[src/rtl/spmv_pkg.sv]
// Types and constants shared by the SpMV encoder (RAM loader) and the SpMV PE.
package spmv_pkg;

  typedef enum logic [1:0] {
    StIdle,
    StStream,
    StFlush,
    StDone
  } state_e;

  localparam int unsigned EntryValueW = 16;
  localparam int unsigned EntryColW   = 16;

  // EOR flag encoding seen by the PE: 0 closes a row, 1 means the row continues.
  localparam logic EOR_LAST = 1'b0;
  localparam logic EOR_MORE = 1'b1;

  typedef struct packed {
    logic [EntryValueW-1:0] value;
    logic [EntryColW-1:0]   col;
    logic                   eor;
  } entry_t;

endpackage

[src/rtl/spmv_rc_counter.sv]
// Row/column position of the dense row-major stream, with end-of-row and last-row flags.
module spmv_rc_counter #(
  parameter int unsigned NDim = 16,
  parameter int unsigned CntW = 4
) (
  input  logic            clk_i,
  input  logic            rst_ni,
  input  logic            clr_i,
  input  logic            adv_i,
  output logic [CntW-1:0] row_o,
  output logic [CntW-1:0] col_o,
  output logic            last_col_o,
  output logic            last_row_o
);

  localparam logic [CntW-1:0] Last = CntW'(NDim - 1);

  logic [CntW-1:0] row_q, row_d;
  logic [CntW-1:0] col_q, col_d;

  always_comb begin
    row_d = row_q;
    col_d = col_q;
    if (clr_i) begin
      row_d = '0;
      col_d = '0;
    end else if (adv_i) begin
      if (col_q == Last) begin
        col_d = '0;
        row_d = (row_q == Last) ? '0 : row_q + CntW'(1);
      end else begin
        col_d = col_q + CntW'(1);
      end
    end
  end

  always_ff @(posedge clk_i or negedge rst_ni) begin
    if (!rst_ni) begin
      row_q <= '0;
      col_q <= '0;
    end else begin
      row_q <= row_d;
      col_q <= col_d;
    end
  end

  assign row_o      = row_q;
  assign col_o      = col_q;
  assign last_col_o = (col_q == Last);
  assign last_row_o = (row_q == Last);

endmodule

[src/rtl/spmv_encoder.sv]
// Dense symmetric matrix stream to compressed (value, col, EOR) upper-triangle entries,
// written through a shared val/col/eor RAM write port.
module spmv_encoder
  import spmv_pkg::*;
#(
  parameter int unsigned N_DIM       = 16,
  parameter int unsigned WIDTH_value = 16,
  parameter int unsigned WIDTH_col   = 16,
  parameter int unsigned WIDTH_ADDR  = 8
) (
  input  logic                  clk,
  input  logic                  rst_n,
  input  logic                  start,
  input  logic                  in_valid,
  output logic                  in_ready,
  input  logic [WIDTH_value-1:0] in_data,
  output logic                  wr_en,
  output logic [WIDTH_ADDR-1:0] wr_addr,
  output logic [WIDTH_value-1:0] wr_value,
  output logic [WIDTH_col-1:0]  wr_col,
  output logic                  wr_eor,
  output logic [WIDTH_ADDR:0]   nnz,
  output logic                  done,
  output logic                  overflow
);

  localparam int unsigned CntW = (N_DIM > 1) ? $clog2(N_DIM) : 1;
  localparam logic [WIDTH_ADDR:0] Depth = {1'b1, {WIDTH_ADDR{1'b0}}};
  localparam logic [WIDTH_ADDR:0] NnzOne = {{WIDTH_ADDR{1'b0}}, 1'b1};

  state_e                state_q, state_d;
  entry_t                pend_q, pend_d;
  logic                  pend_vld_q, pend_vld_d;
  entry_t                cap_q, cap_d;
  logic                  cap_last_q, cap_last_d;
  entry_t                wr_q, wr_d;
  logic                  wr_en_q, wr_en_d;
  logic [WIDTH_ADDR-1:0] wr_addr_q, wr_addr_d;
  logic [WIDTH_ADDR:0]   nnz_q, nnz_d;
  logic                  ovf_q, ovf_d;

  logic [CntW-1:0] row, col;
  logic            last_col, last_row;
  logic            cnt_clr, accept, keep;
  logic            wr_req;
  entry_t          wr_ent, beat;

  assign in_ready = (state_q == StStream);
  assign done     = (state_q == StDone);
  assign accept   = in_valid && in_ready;
  // Diagonal always survives so every row ends with at least one entry.
  assign keep     = (col == row) || ((col > row) && (in_data != '0));
  assign beat     = '{value: EntryValueW'(in_data), col: EntryColW'(col), eor: EOR_LAST};

  spmv_rc_counter #(
    .NDim (N_DIM),
    .CntW (CntW)
  ) u_rc_counter (
    .clk_i      (clk),
    .rst_ni     (rst_n),
    .clr_i      (cnt_clr),
    .adv_i      (accept),
    .row_o      (row),
    .col_o      (col),
    .last_col_o (last_col),
    .last_row_o (last_row)
  );

  always_comb begin
    state_d    = state_q;
    pend_d     = pend_q;
    pend_vld_d = pend_vld_q;
    cap_d      = cap_q;
    cap_last_d = cap_last_q;
    wr_d       = wr_q;
    wr_en_d    = 1'b0;
    wr_addr_d  = wr_addr_q;
    nnz_d      = nnz_q;
    ovf_d      = ovf_q;
    cnt_clr    = 1'b0;
    wr_req     = 1'b0;
    wr_ent     = pend_q;

    unique case (state_q)
      StIdle, StDone: begin
        if (start) begin
          state_d    = StStream;
          cnt_clr    = 1'b1;
          nnz_d      = '0;
          ovf_d      = 1'b0;
          pend_vld_d = 1'b0;
        end
      end
      StStream: begin
        if (accept) begin
          if (last_col) begin
            pend_vld_d = 1'b0;
            if (keep) begin
              // Pending is empty only on the last row, where the row-end beat is the diagonal.
              wr_req     = pend_vld_q;
              wr_ent.eor = EOR_MORE;
              cap_d      = beat;
              cap_last_d = last_row;
              state_d    = StFlush;
            end else begin
              wr_req     = 1'b1;
              wr_ent.eor = EOR_LAST;
              if (last_row) begin
                state_d = StDone;
              end
            end
          end else if (keep) begin
            wr_req     = pend_vld_q;
            wr_ent.eor = EOR_MORE;
            pend_d     = beat;
            pend_vld_d = 1'b1;
          end
        end
      end
      StFlush: begin
        wr_req     = 1'b1;
        wr_ent     = cap_q;
        wr_ent.eor = EOR_LAST;
        state_d    = cap_last_q ? StDone : StStream;
      end
      default: state_d = StIdle;
    endcase

    if (wr_req) begin
      if (nnz_q == Depth) begin
        ovf_d = 1'b1;
      end else begin
        wr_en_d   = 1'b1;
        wr_d      = wr_ent;
        wr_addr_d = nnz_q[WIDTH_ADDR-1:0];
        nnz_d     = nnz_q + NnzOne;
      end
    end
  end

  always_ff @(posedge clk or negedge rst_n) begin
    if (!rst_n) begin
      state_q    <= StIdle;
      pend_q     <= '0;
      pend_vld_q <= 1'b0;
      cap_q      <= '0;
      cap_last_q <= 1'b0;
      wr_q       <= '0;
      wr_en_q    <= 1'b0;
      wr_addr_q  <= '0;
      nnz_q      <= '0;
      ovf_q      <= 1'b0;
    end else begin
      state_q    <= state_d;
      pend_q     <= pend_d;
      pend_vld_q <= pend_vld_d;
      cap_q      <= cap_d;
      cap_last_q <= cap_last_d;
      wr_q       <= wr_d;
      wr_en_q    <= wr_en_d;
      wr_addr_q  <= wr_addr_d;
      nnz_q      <= nnz_d;
      ovf_q      <= ovf_d;
    end
  end

  assign wr_en    = wr_en_q;
  assign wr_addr  = wr_addr_q;
  assign wr_value = WIDTH_value'(wr_q.value);
  assign wr_col   = WIDTH_col'(wr_q.col);
  assign wr_eor   = wr_q.eor;
  assign nnz      = nnz_q;
  assign overflow = ovf_q;

endmodule
[config.mk]
export PLATFORM = sky130hd
export DESIGN_NAME = spmv_encoder
export DESIGN_NICKNAME = d
export VERILOG_FILES = /design/src/rtl/spmv_pkg.sv /design/src/rtl/spmv_rc_counter.sv /design/src/rtl/spmv_encoder.sv
export SDC_FILE = /design/constraint.sdc
export NUM_CORES = 1
export LEC_CHECK = 0
export ABC_AREA = 1
export BUFFER_PORTS_ARGS = -buffer_cell sky130_fd_sc_hd__buf_2
export CORE_ASPECT_RATIO = 0.9
export CORE_MARGIN = 2
export CORE_UTILIZATION = 45
export CTS_CLUSTER_DIAMETER = 40
export DETAILED_ROUTE_END_ITERATION = 10
export GPL_TIMING_DRIVEN = 0
export MAX_ROUTING_LAYER = met4
export PLACE_DENSITY = 0.64
export SLEW_MARGIN = 20
export SYNTH_ARGS = -nofsm -noshare
export SYNTH_HDL_FRONTEND = slang
export SYNTH_SLANG_ARGS = --single-unit
[constraint.sdc]
create_clock -name clk -period 5.5 [get_ports clk]
set_input_delay 1.1 -clock clk [delete_from_list [all_inputs] [get_ports clk]]
set_output_delay 1.1 -clock clk [all_outputs]
set_load 0.05 [all_outputs]
### After elaboration in Yosys (flattened, before gate mapping)

Cells that the tools add are included.

| word-level totals | value |
|---|---|
| register bits after elaboration | 104 |

| operators by class | value |
|---|---|
| add/subtract/negate cells | 3 |
| order comparisons | 1 |
| eq/ne operators | 12 |
| multiplexer cells | 40 |
| bitwise operators | 2 |
| reduce and logical (&&, ||, !) cells | 15 |

Operator list:

| kind | count |
|---|---|
| 2-to-1 mux 9 bit | 4 |
| 2-to-1 mux 32 bit | 1 |
| 2-to-1 mux 4 bit | 7 |
| 2-to-1 mux 1 bit | 19 |
| AND reduction 4 bit | 4 |
| nonzero test 16 bit | 1 |
| 2-to-1 mux 2 bit | 6 |
| adder 9 x 1 -> 9 bit (second input constant) | 1 |
| == test 9 bit (second input constant) | 1 |
| adder 4 x 1 -> 4 bit (second input constant) | 2 |
| == test 4 bit (second input constant) | 2 |
| inequality test 3 x 2 -> 1 bit (second input constant) | 2 |
| case mux 2 bit (3 select lines) | 1 |
| nonzero test 2 bit | 3 |
| == test 2 bit (second input constant) | 2 |
| == test 4 bit | 1 |
| greater-than comparator 4 bit | 1 |
| inequality test 2 x 1 -> 1 bit (second input constant) | 2 |
| case mux 1 bit (2 select lines) | 2 |
| AND reduction 2 bit | 2 |
| == test 2 x 1 -> 1 bit (second input constant) | 1 |
| logical AND 1 bit | 2 |
| logical NOT 2 bit | 1 |
| inequality test 2 bit (second input constant) | 1 |
| 3 further kinds | 4 |

### Depth between registers and ports, before layout

| logic depth | value |
|---|---|
| depth in word-level cells | 8 |
| depth in mapped cells | 15 |
| mapped depth without buffers | 14 |

### By module

From an unflattened synthesis, not the netlist that was laid out.

| unflattened totals | value |
|---|---|
| cell total of the unflattened synthesis | 576 |
| area total of the unflattened synthesis | 4,738.3 µm² |

Modules (own cells, without submodules):

| module | times used | cells an instance | area each (µm²) | sequential area each (µm²) |
|---|---|---|---|---|
| spmv_encoder | 1 | 516 | 4,269.1 | 2,102.0 |
| spmv_rc_counter | 1 | 60 | 469.2 | 200.2 |

### Worst setup path before layout

Ideal clock, no wire load.

| timing | value |
|---|---|
| path kind | input -> register |
| start | input in_data[11] |
| end | register nnz_q[7] (netlist: nnz[7]) |
| data arrival time | 2.114 ns |
| data required time | 5.379 ns |
| setup slack | 3.265 ns |
| stages on the path | 13 |
| cells stage by stage | nor2_1 -> nand2_1 -> nor2_1 -> nand2_1 -> nand2_2 -> nand2_1 -> nand2_1 -> nand3_1 -> nand2_2 -> buf_6 -> nand2_2 -> nand3_1 -> nand2_1 |

| on the way | value |
|---|---|
| cells in the longest elaborated chain, start to end | 8 |

RTL lines:

| item | RTL line | RTL |
|---|---|---|
| start: declaration | spmv_encoder.sv:16 | `input logic [WIDTH_value-1:0] in_data,` |
| nonzero test 16 bit * | spmv_encoder.sv:52 | `assign keep = (col == row) \|\| ((col > row) && (in_data != '0));` |
| logical AND 1 bit * | spmv_encoder.sv:52 |  |
| logical OR 1 bit * | spmv_encoder.sv:52 |  |
| 2-to-1 mux 1 bit (on tied branches) | spmv_encoder.sv:112, spmv_encoder.sv:98 |  |
| 2-to-1 mux 1 bit * | spmv_encoder.sv:96 | `if (last_col) begin` |
| 2-to-1 mux 1 bit * | spmv_encoder.sv:95 | `if (accept) begin` |
| case mux 1 bit (2 select lines) * | spmv_encoder.sv:84 | `unique case (state_q)` |
| 2-to-1 mux 9 bit * | spmv_encoder.sv:129 | `if (wr_req) begin` |
| net nnz_d[7] | spmv_encoder.sv:39 | `logic [WIDTH_ADDR:0] nnz_q, nnz_d;` |
| end signal: assignment | spmv_encoder.sv:162 | `nnz_q <= nnz_d;` |
| end: declaration | spmv_encoder.sv:39 |  |

The timed path passes the listed nets; every way through them passes the cells marked *.
A chain may end at the register's enable or synchronous reset.

### Worst setup path after layout

| timing | value |
|---|---|
| start | register state_q[1] |
| end | output in_ready |

| on the way | value |
|---|---|
| cells in the longest elaborated chain, start to end | 1 |

RTL lines:

| item | RTL line | RTL |
|---|---|---|
| start: declaration | spmv_encoder.sv:31 | `state_e state_q, state_d;` |
| start signal: assignment | spmv_encoder.sv:143 | `state_q <= StIdle;` |
| start signal: assignment | spmv_encoder.sv:154 | `state_q <= state_d;` |
| == test 2 x 1 -> 1 bit | spmv_encoder.sv:48 | `assign in_ready = (state_q == StStream);` |
| end: declaration | spmv_encoder.sv:15 | `output logic in_ready,` |

No other way between the ends.

==> results list <==
* Run status: complete, no violations
* Total instance count after detailed placement: 744
- Once the clock tree was built, the setup fixing pass inserted 0 buffers.
- Counting flops and latches in the post-synthesis netlist gives a little over 90.
* Layout cell share with drive strength beyond 1: 16.9%
- Count of flip-flops with a built-in enable after synthesis: 0
- TritonCTS built the clock tree.
- Detailed-route wire length per cell: approximately 14 microns
- The number of antenna diodes in the final layout is 0.
- Clock latency at the later pin of the worst-skew pair: about 0.36 ns
- Area Overhead vs Synth: 17.0%
- Xor and xnor area share after synthesis: roughly 1.4%
- Number of unique standard cell types used by synthesis: 31
- Maximum number of pins on one net before global-route repair: 77
* Main combinational cell family by area after synthesis: simple AND/OR/NAND/NOR gates
- The hold violation count in the final report came to 0.
- Gate count of the mapped netlist: approximately 550
* Initial drt markers: 130
* Worst-case headroom to the max-slew limit: 61.4%
* # Max-Cap Violations: 0
- Internal power contribution: between 1 and 1.5 mW
* Number of buffers inserted for hold repair after clock tree synthesis: 0
* I/O pin cnt: between 70 and 80
- In this run, flip-flops and latches consume between 30 and 40% of the power.
* Critical path type: reg -> out
- The worst path uses a little under half of the clock period.
* Yosys warning total: 0
* Share of power burned in combinational logic: a little under half
* All-layer global routing usage: 21.5%
- Dpl hpwl: around 7500 microns
- Syn avg cell area: between 8 and 9 sq um
* Final Max Tran Viols: 0
- Final setup violating endpoints: 0
- For this configuration, the core starts out at a cell density of 46.4%.
- Via count of the first global-routing pass: between 3k and 4k
* DIE AREA: 10800 sq um
- Dominant cell type by area after synthesis: sky130_fd_sc_hd__dfrtp_1
- For this block, the routed nets add up to approximately 11000 microns of wire.
* Initial antenna violation count: 0
- Largest voltage drop on the vdd net: 259 uV
* Leak Pwr: ~2.9 nW
- Clock H-tree levels: 3
* Number of gates resized after CTS: 0
- Mean number of vias per cell: 5.00
- After synthesis, the share of cell area in mux cells is 0%.
- The synthesized netlist devotes between 20% and 30% of its cell area to simple gates.
- CORE AREA: ~9700 sq um
* Master cell of the clock root buffer: sky130_fd_sc_hd__clkbuf_8
- Top post-synthesis cells by area: sky130_fd_sc_hd__dfrtp_1, sky130_fd_sc_hd__nand2_1, sky130_fd_sc_hd__o21ai_0
- Routability Congestion: a little over 0.8
- STA classifies the critical path endpoint as an output port.
- Worst Tran Pin Value: approximately 0.58 ns
- Switching share of power: between 40% and 50%
* Total standard cell area after synthesis: ~4500 sq um
* Number of search-and-repair iterations in the first detailed-routing pass: 4
- Type of the most critical hold path: reg -> reg
- Summing the areas of all compound-gate instances in the mapped netlist gives approximately 8.0% of the synthesized area.
- The detail route stage leaves a number of antenna-violating nets equal to 0.
- Timing would allow up to about 0.4 GHz.
- Critical path launch point type: flop
- Drc violations: 0
- Summed over all failing endpoints, the final setup total negative slack is 0 ns.
- Wire length of the first global-routing pass: around 18000 microns
- TritonCTS created 9 clock buffers.
- Register area share after synthesis: 51.2%
- Core Rows: 34
- Aggregate global routing overflow: 0
* Net switching power: about 1.3 mW
* Horizontal die dimension: 109 microns
- Min Tclk post-route: between 2 and 3 ns
- Clock-pin slew was measured on the worst setup and hold paths at 0.09 ns.
- Non-filler instance count after layout: between 700 and 800
- NumNets Final: between 600 and 700
- Power density over the cells: 516 nW/um^2
* Synth Flop Type: sky130_fd_sc_hd__dfrtp_1
- Post-Route Skew: 0.0104 ns
* Largest driver fanout on the critical path: 5
- Bufs on Longest Clock Path: 2
- Number of input and output port buffers inserted: 61
- For the worst setup path, the data arrival time is ~1.4 ns.
* Area fraction of the dominant cell type after synthesis: around half
- Setup repair after global routing left no endpoint under its margin.
- Counting flops with an async set or reset pin after synthesis yields a share of 100%.
- Die height: ~100 microns
* Required time reported for the critical path endpoint: roughly 4.4 ns
- For this design, the sink count on the clock tree is roughly 90.
- After Yosys synthesis, full adders, half adders and majority gates account for approximately 3.3% of the synthesized area.
* Portion of total power attributed to the clock network: roughly a fifth
- For this block, the via count after detailed routing is between 3k and 4k.
==> worst max-delay path, cell delays in order, from the launching register on <==
cell	delay [ns]
sky130_fd_sc_hd__dfrtp_1	0.42
sky130_fd_sc_hd__inv_1	0.08
sky130_fd_sc_hd__ha_1	0.24
sky130_fd_sc_hd__buf_2	0.30
==> power by group through the flow <==
stage | Clock [mW] | Combinational [mW] | Sequential (mW)
after floorplan | 0 | 0.637 | 1.26
after global placement | 0 | 1.22 | 0.969
after detailed placement | 0 | 1.24 | 0.977
after CTS | 0.519 | 1.25 | 0.966
after global routing | 0.552 | 1.38 | 0.989
final | 0.512 | 1.24 | 0.966
==> layer usage <==
metal / vias to the layer above / GRT usage, % / wire (microns)
met4: 0 / 7.50 / 178
met5: - / - / 0
met1: 1759 / 29.6 / 4890
met2: 112 / 32.5 / 4860
li1: 1911 / - / -
met3: 16 / 3.37 / 613
==> cells in the final DEF (no fill, tap or decap), types with 4 or more instances in the layout <==
master	instances
sky130_fd_sc_hd__nand2_1	195
sky130_fd_sc_hd__dfrtp_1	92
sky130_fd_sc_hd__buf_2	66
sky130_fd_sc_hd__o21ai_0	51
sky130_fd_sc_hd__inv_1	45
sky130_fd_sc_hd__nand4_1	32
sky130_fd_sc_hd__nand3_1	31
sky130_fd_sc_hd__clkbuf_1	14
sky130_fd_sc_hd__nor2_1	13
sky130_fd_sc_hd__ha_1	12
sky130_fd_sc_hd__buf_4	12
sky130_fd_sc_hd__conb_1	12
sky130_fd_sc_hd__clkbuf_8	10
sky130_fd_sc_hd__buf_6	6
sky130_fd_sc_hd__xor2_1	6
sky130_fd_sc_hd__a21oi_1	5
sky130_fd_sc_hd__nor3_1	4
==> flip-flops by register name, summed over array words and instances, names as in the netlist, 2 cells and up <==
| signal | count |
|---|---|
| nnz | 9 |
| u_rc_counter.col_o | 4 |
| cap_q | 20 |
| u_rc_counter.row_o | 4 |
| wr_value | 16 |
| wr_col | 4 |
| state_q | 2 |
| wr_addr | 8 |
| pend_q | 20 |
==> synthesized netlist by cell type, types with 2 or more instances <==
cell / instances
sky130_fd_sc_hd__nand2_1: 195
sky130_fd_sc_hd__dfrtp_1: 92
sky130_fd_sc_hd__o21ai_0: 51
sky130_fd_sc_hd__inv_1: 45
sky130_fd_sc_hd__nand4_1: 32
sky130_fd_sc_hd__nand3_1: 31
sky130_fd_sc_hd__clkbuf_1: 13
sky130_fd_sc_hd__nor2_1: 13
sky130_fd_sc_hd__buf_4: 12
sky130_fd_sc_hd__ha_1: 12
sky130_fd_sc_hd__buf_2: 6
sky130_fd_sc_hd__xor2_1: 6
sky130_fd_sc_hd__a21oi_1: 5
sky130_fd_sc_hd__buf_6: 5
sky130_fd_sc_hd__nor3_1: 4
sky130_fd_sc_hd__buf_1: 3
sky130_fd_sc_hd__nand2_2: 3
sky130_fd_sc_hd__a22oi_1: 2
sky130_fd_sc_hd__a31oi_1: 2
sky130_fd_sc_hd__o21a_1: 2
==> cell type report <==
type                            count  area [sq um]
Buffer                             39           236
Clock buffer                       11           141
Clock inverter                      5          83.8
Fill cell                         918          4440
Inverter                           46           173
Multi-Input combinational cell    379          1830
Sequential cell                    92          2300
Tap cell                          126           158
Timing Repair Buffer               62           339
==> cell families after synthesis <==
| kind of cell | after synthesis |
|---|---|
| AND/OR/NAND/NOR | 281 |
| flip-flops | 92 |
| buffers and inverters | 85 |
| AO/OA/AOI/OAI | 67 |
| adder cells (fa/ha/maj) | 12 |
| XOR/XNOR | 7 |
| other | 1 |
==> final timing paths <==
| kind | start | to | slack, ns | depth (start not counted) |
|---|---|---|---|---|
| max | state_q[1] | in_ready | 3.00 | 3 |
| min | cap_q[3] | cap_q[3] | 0.46 | 2 |
| max reg2reg | u_rc_counter.row_o[1] | cap_q[23] | 3.36 | 12 |
| min reg2reg | cap_q[3] | cap_q[3] | 0.46 | 2 |
| max in group asynchronous | rst_n | wr_value[2] | 4.35 | 2 |
| min in group asynchronous | rst_n | nnz[5] | 0.55 | 1 |
==> per-stage QoR <==
step | hold slack [ns] | utilization [%] | instance area, sq um | power [mW] | setup slack [ns]
global route | 0.491 | 54.2 | 5260 | 2.92 | 2.86
global placement | 0.433 | 51.6 | 5000 | 2.19 | 2.48
detailed placement | 0.439 | 51.9 | 5030 | 2.22 | 2.70
CTS | 0.461 | 54.2 | 5260 | 2.74 | 2.98
finish | 0.462 | 54.2 | 5260 | 2.72 | 3.00
floorplan | 0.419 | - | 4540 | 1.89 | 3.27
No activity file was read; power rests on OpenSTA's default activity.
